$ cat src/rtl/cpu_pkg.sv
`default_nettype none
//============================================================================
// Module   : cpu_pkg
// Desc     : Shared CPU constants and types used by cpu_fetch and cpu_decode
//            (instruction width, PC increment, fetch state encodings).
// Revision : 1.0 - initial release
//============================================================================
package cpu_pkg;

    localparam int          c_INSTR_WIDTH       = 32;
    localparam int          c_FETCH_ENTRY_WIDTH = 2 * c_INSTR_WIDTH;
    localparam logic [31:0] c_PC_INCREMENT      = 32'd4;
    localparam logic [31:0] c_WORD_ALIGN_MASK   = 32'hFFFF_FFFC;
    localparam logic [1:0]  c_FETCH_DEPTH       = 2'd2;

    // Fetch sequencer states, explicitly encoded
    typedef enum logic [1:0] {
        FETCH_IDLE  = 2'd0,
        FETCH_REQ   = 2'd1,
        FETCH_FLUSH = 2'd2
    } fetch_state_t;

    // Force an address onto a 32-bit word boundary
    function automatic logic [31:0] word_align(input logic [31:0] addr);
        return addr & c_WORD_ALIGN_MASK;
    endfunction

endpackage
`default_nettype wire

$ cat src/rtl/cpu_fetch_fifo.sv
`default_nettype none
//============================================================================
// Module   : cpu_fetch_fifo
// Desc     : Two-entry FIFO holding {instruction, pc} pairs between the
//            fetch sequencer and decode. Flush empties it in one cycle.
// Revision : 1.0 - initial release
//============================================================================
module cpu_fetch_fifo #(
    parameter int WIDTH = 64
) (
    input  logic             clk,
    input  logic             rst,
    input  logic             i_push,
    input  logic             i_pop,
    input  logic             i_flush,
    input  logic [WIDTH-1:0] i_data,
    output logic [WIDTH-1:0] o_data,
    output logic             o_full,
    output logic             o_empty
);

    logic [WIDTH-1:0] r_mem [2];
    logic             r_wr_ptr;
    logic             r_rd_ptr;
    logic [1:0]       r_count;
    logic             w_do_push;
    logic             w_do_pop;

    assign o_full    = (r_count == 2'd2);
    assign o_empty   = (r_count == 2'd0);
    assign o_data    = r_mem[r_rd_ptr];
    // A full FIFO may still accept a word when its head leaves the same cycle
    assign w_do_push = i_push && (!o_full || i_pop);
    assign w_do_pop  = i_pop && !o_empty;

    // Storage and pointer update; flush drops all entries but keeps storage
    always_ff @(posedge clk) begin
        if (rst) begin
            r_mem[0] <= '0;
            r_mem[1] <= '0;
            r_wr_ptr <= 1'b0;
            r_rd_ptr <= 1'b0;
            r_count  <= 2'd0;
        end else if (i_flush) begin
            r_wr_ptr <= 1'b0;
            r_rd_ptr <= 1'b0;
            r_count  <= 2'd0;
        end else begin
            if (w_do_push) begin
                r_mem[r_wr_ptr] <= i_data;
                r_wr_ptr        <= ~r_wr_ptr;
            end
            if (w_do_pop) begin
                r_rd_ptr <= ~r_rd_ptr;
            end
            r_count <= r_count + {1'b0, w_do_push} - {1'b0, w_do_pop};
        end
    end

endmodule
`default_nettype wire

$ cat src/rtl/cpu_fetch.sv
`default_nettype none
//============================================================================
// Module   : cpu_fetch
// Desc     : Instruction fetch unit. Single-outstanding memory requests,
//            2-entry prefetch buffer, branch redirect with discard of any
//            in-flight read.
// Revision : 1.0 - initial release
//============================================================================
module cpu_fetch
    import cpu_pkg::*;
#(
    parameter logic [31:0] RESET_VECTOR = 32'h0000_0000
) (
    input  logic                     CLK,
    input  logic                     RST,
    output logic                     mem_req,
    output logic [31:0]              mem_addr,
    input  logic                     mem_ack,
    input  logic [c_INSTR_WIDTH-1:0] mem_rdata,
    input  logic                     branch_valid,
    input  logic [31:0]              branch_target,
    output logic [c_INSTR_WIDTH-1:0] instruction,
    output logic [31:0]              instr_pc,
    output logic                     instr_valid,
    input  logic                     instr_ready
);

    fetch_state_t                   r_state;
    logic [31:0]                    r_pc;
    logic                           r_mem_req;
    logic [31:0]                    r_mem_addr;

    logic [c_FETCH_ENTRY_WIDTH-1:0] w_head;
    logic                           w_full;
    logic                           w_empty;
    logic                           w_push;
    logic                           w_pop;
    logic                           w_ack;
    logic [1:0]                     w_occ;
    logic [1:0]                     w_occ_next;
    logic                           w_room;
    logic [31:0]                    w_target;
    logic [31:0]                    w_pc_inc;
    logic [31:0]                    w_pc_sel;

    assign mem_req     = r_mem_req;
    assign mem_addr    = r_mem_addr;
    assign instr_valid = !w_empty;
    assign instruction = w_head[c_FETCH_ENTRY_WIDTH-1:c_INSTR_WIDTH];
    assign instr_pc    = w_head[c_INSTR_WIDTH-1:0];

    // An ack only counts against a request we actually have on the bus
    assign w_ack      = mem_ack && r_mem_req;
    assign w_pop      = instr_valid && instr_ready;
    // Acked data is only kept when it belongs to the current (un-redirected) stream
    assign w_push     = w_ack && (r_state == FETCH_REQ) && !branch_valid;
    assign w_occ      = {w_full, !w_full && !w_empty};
    assign w_occ_next = branch_valid ? 2'd0 : (w_occ + {1'b0, w_push} - {1'b0, w_pop});
    // Next request allowed only if the buffer will have a free slot for it
    assign w_room     = (w_occ_next < c_FETCH_DEPTH);
    assign w_target   = word_align(branch_target);
    assign w_pc_inc   = r_pc + c_PC_INCREMENT;
    assign w_pc_sel   = branch_valid ? w_target : r_pc;

    cpu_fetch_fifo #(
        .WIDTH (c_FETCH_ENTRY_WIDTH)
    ) u_fifo (
        .clk     (CLK),
        .rst     (RST),
        .i_push  (w_push),
        .i_pop   (w_pop),
        .i_flush (branch_valid),
        .i_data  ({mem_rdata, r_mem_addr}),
        .o_data  (w_head),
        .o_full  (w_full),
        .o_empty (w_empty)
    );

    // Fetch sequencer: owns PC and the registered memory request outputs
    always_ff @(posedge CLK) begin
        if (RST) begin
            r_state    <= FETCH_IDLE;
            r_pc       <= RESET_VECTOR;
            r_mem_req  <= 1'b0;
            r_mem_addr <= RESET_VECTOR;
        end else begin
            case (r_state)
                FETCH_IDLE: begin
                    r_pc <= w_pc_sel;
                    if (w_room) begin
                        r_state    <= FETCH_REQ;
                        r_mem_req  <= 1'b1;
                        r_mem_addr <= w_pc_sel;
                    end
                end
                FETCH_REQ: begin
                    if (w_ack) begin
                        if (branch_valid) begin
                            // Acked word is stale; restart straight at the target
                            r_pc       <= w_target;
                            r_mem_addr <= w_target;
                        end else begin
                            r_pc       <= w_pc_inc;
                            r_mem_addr <= w_pc_inc;
                            if (!w_room) begin
                                r_state   <= FETCH_IDLE;
                                r_mem_req <= 1'b0;
                            end
                        end
                    end else if (branch_valid) begin
                        // Request must complete on the bus before redirecting
                        r_pc    <= w_target;
                        r_state <= FETCH_FLUSH;
                    end
                end
                FETCH_FLUSH: begin
                    r_pc <= w_pc_sel;
                    if (w_ack) begin
                        r_state    <= FETCH_REQ;
                        r_mem_addr <= w_pc_sel;
                    end
                end
                default: begin
                    r_state   <= FETCH_IDLE;
                    r_mem_req <= 1'b0;
                end
            endcase
        end
    end

endmodule
`default_nettype wire

$ cat config.mk
export PLATFORM = sky130hd
export DESIGN_NAME = cpu_fetch
export DESIGN_NICKNAME = d
export VERILOG_FILES = /design/src/rtl/cpu_pkg.sv /design/src/rtl/cpu_fetch_fifo.sv /design/src/rtl/cpu_fetch.sv
export SDC_FILE = /design/constraint.sdc
export NUM_CORES = 1
export LEC_CHECK = 0
export BUFFER_PORTS_ARGS = -buffer_cell sky130_fd_sc_hd__buf_4
export CORE_MARGIN = 2
export CORE_UTILIZATION = 30
export CTS_CLUSTER_DIAMETER = 60
export DETAILED_ROUTE_END_ITERATION = 10
export GPL_TIMING_DRIVEN = 0
export PLACE_DENSITY_LB_ADDON = 0.05
export REMOVE_ABC_BUFFERS = 1
export SLEW_MARGIN = 5
export SYNTH_ARGS = -nofsm -noshare
export SYNTH_HDL_FRONTEND = slang
export SYNTH_SLANG_ARGS = --single-unit
$ cat constraint.sdc
create_clock -name CLK -period 4 [get_ports CLK]
set_input_delay 1.2 -clock CLK [delete_from_list [all_inputs] [get_ports CLK]]
set_output_delay 1.2 -clock CLK [all_outputs]
set_load 0.005 [all_outputs]
==> impl_metrics.toml, run 1 <==
[finish]
drive_above_1_share_pct = 27.5
layout.nets = 1135
syn_to_final_growth_pct = 23.6
diodes = 0
multi_input_area_sq_um = 4300
seqCellArea_sq_um = 5290
n_fill_cell = 3316

[floorplan]
num_rows = 66
die-area_sq_um = 34400
die_h_um = 185
ios = 167
die_w_um = 185
start_util_pct = 30.4
core_sq_um = 32500

[critical_path]
worstPathCellList = "buf_6 -> nand4b_1 -> nor2_1 -> inv_1 -> ha_1 -> nor2b_1 -> or3_1 -> nand3_1 -> a21bo_4 -> nand2_1 -> o22ai_1"
arrival_ns = 4.06
end_kind = "register"
critPathKind = "input pin to register"
critPathMaxFanout = 85
worstPathRequired_ns = 4.35
start_kind = "input pin"
cpLargestDelayFamily = "simple AND/OR/NAND/NOR gates"
cpMaxStageDelayCell = "a21bo_4"
critPathBufInv = 2
slowest_delay_ns = 0.51

[synthesis]
syn_avg_cell_area_sq_um = 10.6
ys_types = 66
synth_edf_count = 128
synth_top_family_by_area = "simple AND/OR/NAND/NOR gates"
synth-simple-area-share_pct = 20.9
yosysTopAreaCellShare_pct = 38.9
yosys_warnings = 0
synth_most_common_cell = "and2_1"
synthAdderAreaFrac_pct = 0.507
synth_xor_area_share_pct = 2.84
yosysTopAreaCell = "edfxtp_1"
synthArstFlopShare_pct = 0
netlist_area_sq_um = 9870
ys_seq_area_share_pct = 53.5
ys_seq_elements = 200
ys.flop_type = "edfxtp_1"
synthCells = 934
synthTopCellsByArea = "edfxtp_1 39%, dfxtp_1 15%, and2_1 8.8%"
synth_compound_area_share_pct = 10.9
synth_common_cells = "139 x and2_1, 128 x edfxtp_1, 72 x dfxtp_1, 68 x clkbuf_1, 67 x nand2_1"
synth.mux.area_fraction_pct = 7.93

[power_and_ir_drop]
peakVddDrop_mv = 0.283
power.share.clock_pct = 33.5
finalPower_mw = 4.97
internal_power_mw = 3.58
p_comb_share_pct = 16.8
p_seq_share_pct = 49.7
p_leak_nw = 4.62
p_per_area_nw_per_um2 = 407
p_sw_share_pct = 27.9
p_sw_mw = 1.38

[global_route]
grt_max_degree = 86
grt_usage_pct = 16.9
grt_pass1_vias = 7240
grt_first_pass_wirelength_um = 43600
antenna_found_initial = 0
overflow = 0

[run]
maxCapViolations = 0

[timing]
clock_skew_ns = 0.0105
worst_pin_slew_ns = 1.18
fmax_mhz = 269
worst_slack_ns = 0.286
drv_slew = 0
hold_viol = 0
period_needed_ns = 3.71
tns_ns = 0
slew_headroom_pct = 21.0
min_period_over_period_pct = 92.8
rsz0062_at_grt = "false"
setup_violations = 0

[cts]
path_clk_slew_ns = 0.07
insertion_delay_ns = 0.44
cts_buffers = 17
cts.sinks = 200
cts_tree = "built"
clockBufferDepth = 2
cts_root_buf = "clkbuf_16"
cts_hold_buf = 0
htree_levels = 4

[route]
top_layer = "met4"
drtIter0Drc = 429
dr.pass1.iters = 5
drtAntennaViolNets = 0
wl_met2_um = 13500
wl_um = 28700
wl_per_cell_um = 18.9
vias = 7410
wl_met1_um = 13500
vias_per_cell = 4.88
dr_wl_met3_um = 1330
drc = 0

[run_status]
outcome = "complete, no violations"

[place]
dp_slack_ns = -1.17
port_buffers = 164
gp_congestion = 0.791
hpwl_um = 18600

[min_path]
hold_path_class = "register to register"
==> power groups by stage <==
stage               registers [mW]  logic [mW]  clock network [mW]
floorplan                     2.48       0.388                   0
global placement              2.52       0.800                   0
detailed placement            2.52       0.839                   0
CTS                           2.47       0.848                1.73
global route                  2.49       0.918                1.80
finish                        2.47       0.836                1.66
==> stage by stage <==
stage	util (%)	hold slack, ns	cells	cell area [sq um]
after global routing	37.6	0.487	1517	12200
after floorplan	-	0.437	858	9580
final	37.6	0.473	1517	12200
after global placement	35.0	0.460	1464	11400
after detailed placement	35.8	0.465	1483	11600
after CTS	37.5	0.477	1516	12200
==> placed cells by master (no fill, tap or decap), types with 17 or more instances in the layout <==
cell type and count:
a21oi_1 56, and2_1 139, buf_4 177, clkbuf_16 17, dfxtp_1 71, edfxtp_1 128
mux2_2 66, nand2_1 66, nand2b_1 18, nand3_1 26, nand4_1 17, nor2_1 42
nor3_1 28, o21ai_0 21, xnor2_1 19
==> final timing paths <==
kind | start | end | slack [ns] | cells after the start
setup / recovery | branch_valid | mem_addr[30]$_SDFFE_PP0P_ | 0.29 | 11
hold / removal | r_pc[0]$_SDFFE_PP0P_ | mem_addr[0]$_SDFFE_PP0P_ | 0.47 | 2
setup reg to reg | r_state[0]$_SDFFE_PP0P_ | mem_addr[30]$_SDFFE_PP0P_ | 0.79 | 10
hold reg to reg | r_pc[0]$_SDFFE_PP0P_ | mem_addr[0]$_SDFFE_PP0P_ | 0.47 | 2
==> cells by family after synthesis <==
group	count (synthesis)
AOI/OAI and AO/OA	163
adders and majority gates	4
DFF	200
muxes	70
buffers and inverters	88
and+or+nand+nor	377
xor gates and xnor gates	32
==> final cells by class <==
type / count / area share (%)
flip-flops and latches: 200 / 43.3
clock inverters: 9 / 0.646
repair buffers: 185 / 12.1
inverters: 12 / 0.379
well taps: 442 / 4.53
multi-input cells: 646 / 35.3
clock buffers: 23 / 3.75
==> what timing repair did <==
item / in CTS / in global routing
endpoints found under the setup margin: 37 / 11
setup buffers: 1 / 1
resized for setup: 2 / 1
pin swaps: 0 / 1
==> routing by layer <==
layer,up-vias,GRT usage [%]
li1,3621,-
met1,3593,23.5
met2,167,26.9
met3,29,3.09
met4,0,4.86
met5,-,0
==> worst register-to-register path, delay by kind of cell (launching register included) <==
kind                       cells  cell delay [ns]
DFF                            1             0.66
and+or+nand+nor                6             1.31
adders and majority gates      1             0.29
AOI/OAI and AO/OA              2             0.74
buffers and inverters          1             0.13
==> registers in the layout, indices dropped and copies added (netlist names), named ones only <==
name             cells
r_state              2
u_fifo.r_wr_ptr      1
u_fifo.r_mem       128
mem_req              1
r_pc                32
u_fifo.r_count       2
mem_addr            32
u_fifo.r_rd_ptr      1
Note: power is estimated with default switching activity, not from simulation.
==> inputs of run 2 (changes only) <==
ABC_AREA = 1   (was default)
BUFFER_PORTS_ARGS = default   (was -buffer_cell sky130_fd_sc_hd__buf_4)
DONT_BUFFER_PORTS = 1   (was default)
==> run 2 against run 1 <==
Die area rose by 3.0%. First-iteration DRC count fell by 14%. Clock skew fell by 0.0025 ns. Fmax rose by 2.0%. Synthesized cell count rose by 24%. Combinational power fell by 14%. Total power rose by 1.0%. Design area fell by 8.0%. Largest power group unchanged.
==> impl_metrics.toml, run 2 <==
[timing]
slew_headroom_pct = 25.6
tns_ns = 0
fmax_mhz = 275
period_needed_ns = 3.64
worst_slack_ns = 0.360
clock_skew_ns = 0.00798
hold_ws_ns = 0.444
min_period_over_period_pct = 91.0
setup_violations = 0
hold_viol = 0
rsz0062_at_grt = "false"
worst_pin_slew_ns = 1.12
drv_slew = 0

[route]
wl_per_cell_um = 18.0
vias_per_cell = 4.78
drtIter0Drc = 370
drc = 0
vias = 7547
drtAntennaViolNets = 0
dr.pass1.iters = 4
wl_um = 28400

[finish]
finalInstanceArea_sq_um = 11200
final_util_pct = 33.6
n_fill_cell = 3513
largest_register_ffs = 128
drive_above_1_share_pct = 15.7
finalNonFillerCells = 1580
layout_common_cells = "183 x nand2_1, 177 x nor2_1, 128 x edfxtp_1"
largest_register = "u_fifo.r_mem"
syn_to_final_growth_pct = 10.3
layout.nets = 1192
diodes = 0
mostFrequentLayoutCell = "nand2_1"

[synthesis]
synth_most_common_cell = "nand2_1"
syn_avg_cell_area_sq_um = 8.82
ys_seq_area_share_pct = 51.9
synthCells = 1154
ys_seq_elements = 200
synthArstFlopShare_pct = 0
ys.flop_type = "edfxtp_1"
synth_edf_count = 128
ys_types = 42
synth_common_cells = "188 x nand2_1, 177 x nor2_1, 128 x edfxtp_1, 122 x inv_1, 74 x a21oi_1"
netlist_area_sq_um = 10200
yosysTopAreaCell = "edfxtp_1"
yosys_warnings = 0
yosysTopAreaCellShare_pct = 37.8
synthTopCellsByArea = "edfxtp_1 38%, dfxtp_1 14%, mux2_2 7.1%"

[critical_path]
worstPathRequired_ns = 4.34
critPathKind = "register to register"
critPathMaxFanout = 22
arrival_ns = 3.98
start_kind = "register"
end_kind = "register"

[global_route]
grt_first_pass_wirelength_um = 43500
grt_usage_pct = 16.2
grtUsageMet2_pct = 27.1
grt_pass1_vias = 7321
gr-usage-met1_pct = 20.8
grt-busiest-layer = "met2"
antenna_found_initial = 0
use_met3_pct = 3.89
overflow = 0
grt_max_degree = 74

[power_and_ir_drop]
finalPower_mw = 5.02
p_comb_share_pct = 14.3
p_seq_share_pct = 50.2
p_leak_nw = 4.21
p_per_area_nw_per_um2 = 447
p_sw_share_pct = 30.0
p_sw_mw = 1.50
internal_power_mw = 3.51
peakVddDrop_mv = 0.313
power.share.clock_pct = 35.5

[run_status]
outcome = "complete, no violations"

[min_path]
hold_path_class = "register to register"

[place]
placed_area_sq_um = 10600
gp_congestion = 0.765
port_buffers = 0
dp_cells = 1547
dp_slack_ns = -0.0350
hpwl_um = 18500

[cts]
cts.sinks = 200
clockBufferDepth = 2
cts_buffers = 17
insertion_delay_ns = 0.45
cts_tree = "built"
cts_root_buf = "clkbuf_16"
path_clk_slew_ns = 0.08
htree_levels = 4

[floorplan]
start_util_pct = 30.4
die_w_um = 188
core_sq_um = 33400
die_h_um = 188
die-area_sq_um = 35400
ios = 167
num_rows = 67

[run]
maxCapViolations = 0
## run 2: cell count changes after synthesis, moves of 39 or more
cell,change
inv_1,+111
nor2_2,+44
clkbuf_1,-39
and2_1,-138
o21ai_0,+51
nand2_1,+121
nor2_1,+135
## run 2: final cells by class
class | instances | area, sq um | share of cell area (%)
Inverter | 127 | 480 | 4.28
Timing Repair Buffer | 6 | 158 | 1.40
Multi-Input combinational cell | 767 | 4150 | 37.0
Clock inverter | 14 | 146 | 1.30
Tap cell | 448 | 561 | 4.99
Sequential cell | 200 | 5290 | 47.1
Clock buffer | 18 | 439 | 3.91
## run 2: final timing paths
check,from,endpoint,slack [ns],depth (start not counted)
setup reg to reg,r_state[0]$_SDFFE_PP0P_,mem_addr[30]$_SDFFE_PP0P_,0.36,14
setup / recovery,r_state[0]$_SDFFE_PP0P_,mem_addr[30]$_SDFFE_PP0P_,0.36,14
hold reg to reg,r_pc[0]$_SDFFE_PP0P_,r_pc[0]$_SDFFE_PP0P_,0.44,2
hold / removal,r_pc[0]$_SDFFE_PP0P_,r_pc[0]$_SDFFE_PP0P_,0.44,2
## run 2: metal layers
metal,vias up,part of all wire (%)
met2,167,48
met5,-,0
met4,0,1.1
met1,3604,45
met3,16,5.7
li1,3760,-
## run 2: kinds of logic (layout without fill, tap and decap cells)
kind of cell,count (synthesis),count (layout),synth area share [%]
simple gates,513,514,22.6
flops,200,200,51.9
buf+inv,188,165,7.79
compound gates,179,179,9.50
mux,68,68,7.47
fa+ha+maj,4,4,0.492
xor+xnor,2,2,0.172
## run 2: worst max-delay path: stages (launching register included)
cell and delay (ns):
dfxtp_1 0.60, inv_2 0.21, nor2_8 0.46, nand2_4 0.11, ha_1 0.28, nand2_1 0.08, nand2_1 0.05, nand2_1 0.07
nand4_1 0.09, nand2_1 0.13, inv_1 0.08, nand2_2 0.46, inv_1 0.50, o21ai_0 0.31, a21oi_1 0.07
## run 2: timing repair
item / in CTS / in global routing
setup buffers: 0 / 0
resized for setup: 0 / 2
hold buffers: 0 / 0
endpoints found under the setup margin: 0 / 14
hold endpoints to repair: 0 / 0
## run 2: power by group through the flow
stage / Combinational, mW / Sequential (mW) / Clock (mW)
6_report: 0.718 / 2.52 / 1.78
5_1_grt: 0.821 / 2.55 / 1.92
4_1_cts: 0.719 / 2.52 / 1.85
3_5_place_dp: 0.715 / 2.57 / 0
3_3_place_gp: 0.702 / 2.58 / 0
2_1_floorplan: 0.516 / 2.50 / 0
==> inputs of run 3 (changes only) <==
SYNTH_HIERARCHICAL = 1   (was default)
==> run 3 against run 2 <==
Routed wire length increased by 7.8%. Highest routed layer unchanged. Non-clock buffer count down 1. Global-route usage grew 0.30 points. Critical endpoint is now u_fifo/r_mem[0][43]$_SDFFCE_PN0P_. Worst setup slack improved by 0.10 ns. Fmax grew 3.0%.
==> impl_metrics.toml, run 3 <==
[timing]
slew_headroom_pct = 32.5
setup_violations = 0
period_needed_ns = 3.54
fmax_mhz = 283
rsz0062_at_grt = "false"
worst_pin_slew_ns = 1.01
hold_viol = 0
tns_ns = 0
clock_skew_ns = 0.00969
drv_slew = 0
min_period_over_period_pct = 88.4

[global_route]
overflow = 0
grtUsageMet2_pct = 27.4
antenna_found_initial = 0
grt-busiest-layer = "met2"
use_met3_pct = 3.05
gr-usage-met1_pct = 21.6
grt_pass1_vias = 8043
grt_first_pass_wirelength_um = 47400
grt_usage_pct = 16.5
grt_max_degree = 90

[finish]
diodes = 0
mostFrequentLayoutCell = "nand2_1"
finalInstanceArea_sq_um = 11600
n_fill_cell = 3810
multi_input_area_sq_um = 4490
seqCellArea_sq_um = 5290
largest_register_ffs = 128
largest_register = "u_fifo/r_mem"
drive_above_1_share_pct = 14.9
final_util_pct = 32.8
finalNonFillerCells = 1738
syn_to_final_growth_pct = 8.19
layout.nets = 1338
layout_common_cells = "279 x nand2_1, 212 x nor2_1, 149 x inv_1"

[synthesis]
syn_avg_cell_area_sq_um = 8.22
synth_edf_count = 128
yosysTopAreaCell = "edfxtp_1"
ys_types = 33
synth_common_cells = "281 x nand2_1, 212 x nor2_1, 150 x inv_1, 128 x edfxtp_1"
yosysTopAreaCellShare_pct = 35.8
ys.flop_type = "edfxtp_1"
yosys_warnings = 6
synthTopCellsByArea = "edfxtp_1 36%, dfxtp_1 13%, nand2_1 9.8%"
ys_seq_elements = 200
netlist_area_sq_um = 10700
ys_seq_area_share_pct = 49.2
synth_most_common_cell = "nand2_1"
synthCells = 1307
synthArstFlopShare_pct = 0

[run]
maxCapViolations = 0

[power_and_ir_drop]
peakVddDrop_mv = 0.308
p_leak_nw = 4.50
p_per_area_nw_per_um2 = 413
finalPower_mw = 4.80

[route]
drtAntennaViolNets = 0
dr.pass1.iters = 4
drtIter0Drc = 367
wl_um = 30600
drc = 0
vias_per_cell = 4.70
wl_per_cell_um = 17.6
vias = 8167

[floorplan]
die-area_sq_um = 37300
ios = 167
num_rows = 69
core_sq_um = 35400
start_util_pct = 30.3
die_w_um = 193
die_h_um = 193

[cts]
htree_levels = 4
path_clk_slew_ns = 0.07
cts_tree = "built"
cts_buffers = 17
clockBufferDepth = 2
cts_root_buf = "clkbuf_16"
cts.sinks = 200
insertion_delay_ns = 0.45

[critical_path]
worstPathRequired_ns = 4.13
worstReg2RegStart = "r_state[0]$_SDFFE_PP0P_"
worstPathCellList = "nand2_2 -> nor3_2 -> nand3_4 -> nand2_4 -> buf_16"
arrival_ns = 3.67
end_kind = "register"
reg2reg_to = "u_fifo/r_mem[0][43]$_SDFFCE_PN0P_"
critPathMaxFanout = 40
r2r_cells = 5
start_kind = "register"
critPathKind = "register to register"
slowest_delay_ns = 0.66
cpMaxStageDelayCell = "nand2_2"
r2r_slack_ns = 0.46

[min_path]
hold_path_class = "register to register"
min_to = "r_pc[0]$_SDFFE_PP0N_"
holdPathStages = 2
hp-start = "r_pc[0]$_SDFFE_PP0N_"

[place]
hpwl_um = 19800
placed_area_sq_um = 11100
port_buffers = 0
dp_cells = 1707
gp_congestion = 0.783

[run_status]
outcome = "complete, no violations"
-- run 3: cell count changes in the layout (fill, tap and decap cells not counted), moves of 20 or more --
cell and change:
inv_1 +29, nor2_1 +35, nand2_1 +96, nand4_1 +21, nor2_2 +20, o21ai_0 -22
-- run 3: how the worst max path moves through the flow --
stage	from	to
2_1_floorplan	mem_ack	u_fifo/r_mem[0][0]$_SDFFCE_PN0P_
3_3_place_gp	mem_ack	u_fifo/r_mem[0][43]$_SDFFCE_PN0P_
3_5_place_dp	mem_ack	mem_addr[17]$_SDFFE_PP0P_
4_1_cts	r_state[0]$_SDFFE_PP0P_	mem_addr[17]$_SDFFE_PP0P_
5_1_grt	r_state[0]$_SDFFE_PP0P_	u_fifo/r_mem[0][43]$_SDFFCE_PN0P_
6_report	r_state[0]$_SDFFE_PP0P_	u_fifo/r_mem[0][43]$_SDFFCE_PN0P_
-- run 3: stage by stage --
| stage | setup WS (ns) | hold slack (ns) |
|---|---|---|
| finish | 0.465 | 0.449 |
| global placement | -5.81 | 0.434 |
| global route | 0.244 | 0.497 |
| detailed placement | -0.00734 | 0.441 |
| floorplan | -1.94 | 0.422 |
| CTS | 0.105 | 0.452 |
-- run 3: area by class of cell --
cell class | count | area share [%]
repair buffers | 5 | 1.18
clock buffers | 18 | 3.69
well taps | 461 | 4.96
inverters | 159 | 5.14
flip-flops and latches | 200 | 45.5
clock inverters | 13 | 0.894
multi-input cells | 882 | 38.6
-- run 3: power by group --
group	internal (mW)	switching [mW]
clock	0.849	0.817
combinational	0.210	0.475
sequential	2.33	0.126
total	3.38	1.42
-- run 3: layer usage --
metal  vias to the layer above  share of wire, %
li1                       4142                 -
met1                      3843                47
met2                       159                47
met3                        23               3.5
met4                         0               1.6
met5                         -                 0
-- run 3: timing repair --
item | in CTS | in global routing
endpoints found under the setup margin | 0 | 45
hold buffers | 0 | 0
gates resized for setup | 0 | 2
setup buffers | 0 | 0
-- run 3: worst max-delay path: cells and delay by family (launching register included) --
kind / cells / cell delay, ns
buffers and inverters: 1 / 0.28
DFF: 1 / 0.52
and+or+nand+nor: 4 / 2.34
-- run 3: logic make-up (layout without fill, tap and decap cells) --
group                      Yosys count  count (layout)  synth area share [%]
buffers and inverters              225             195                  9.48
and+or+nand+nor                    688             688                  28.1
AOI/OAI and AO/OA                  126             126                  6.05
DFF                                200             200                  49.2
adders and majority gates            4               4                 0.466
muxes                               64              64                  6.71
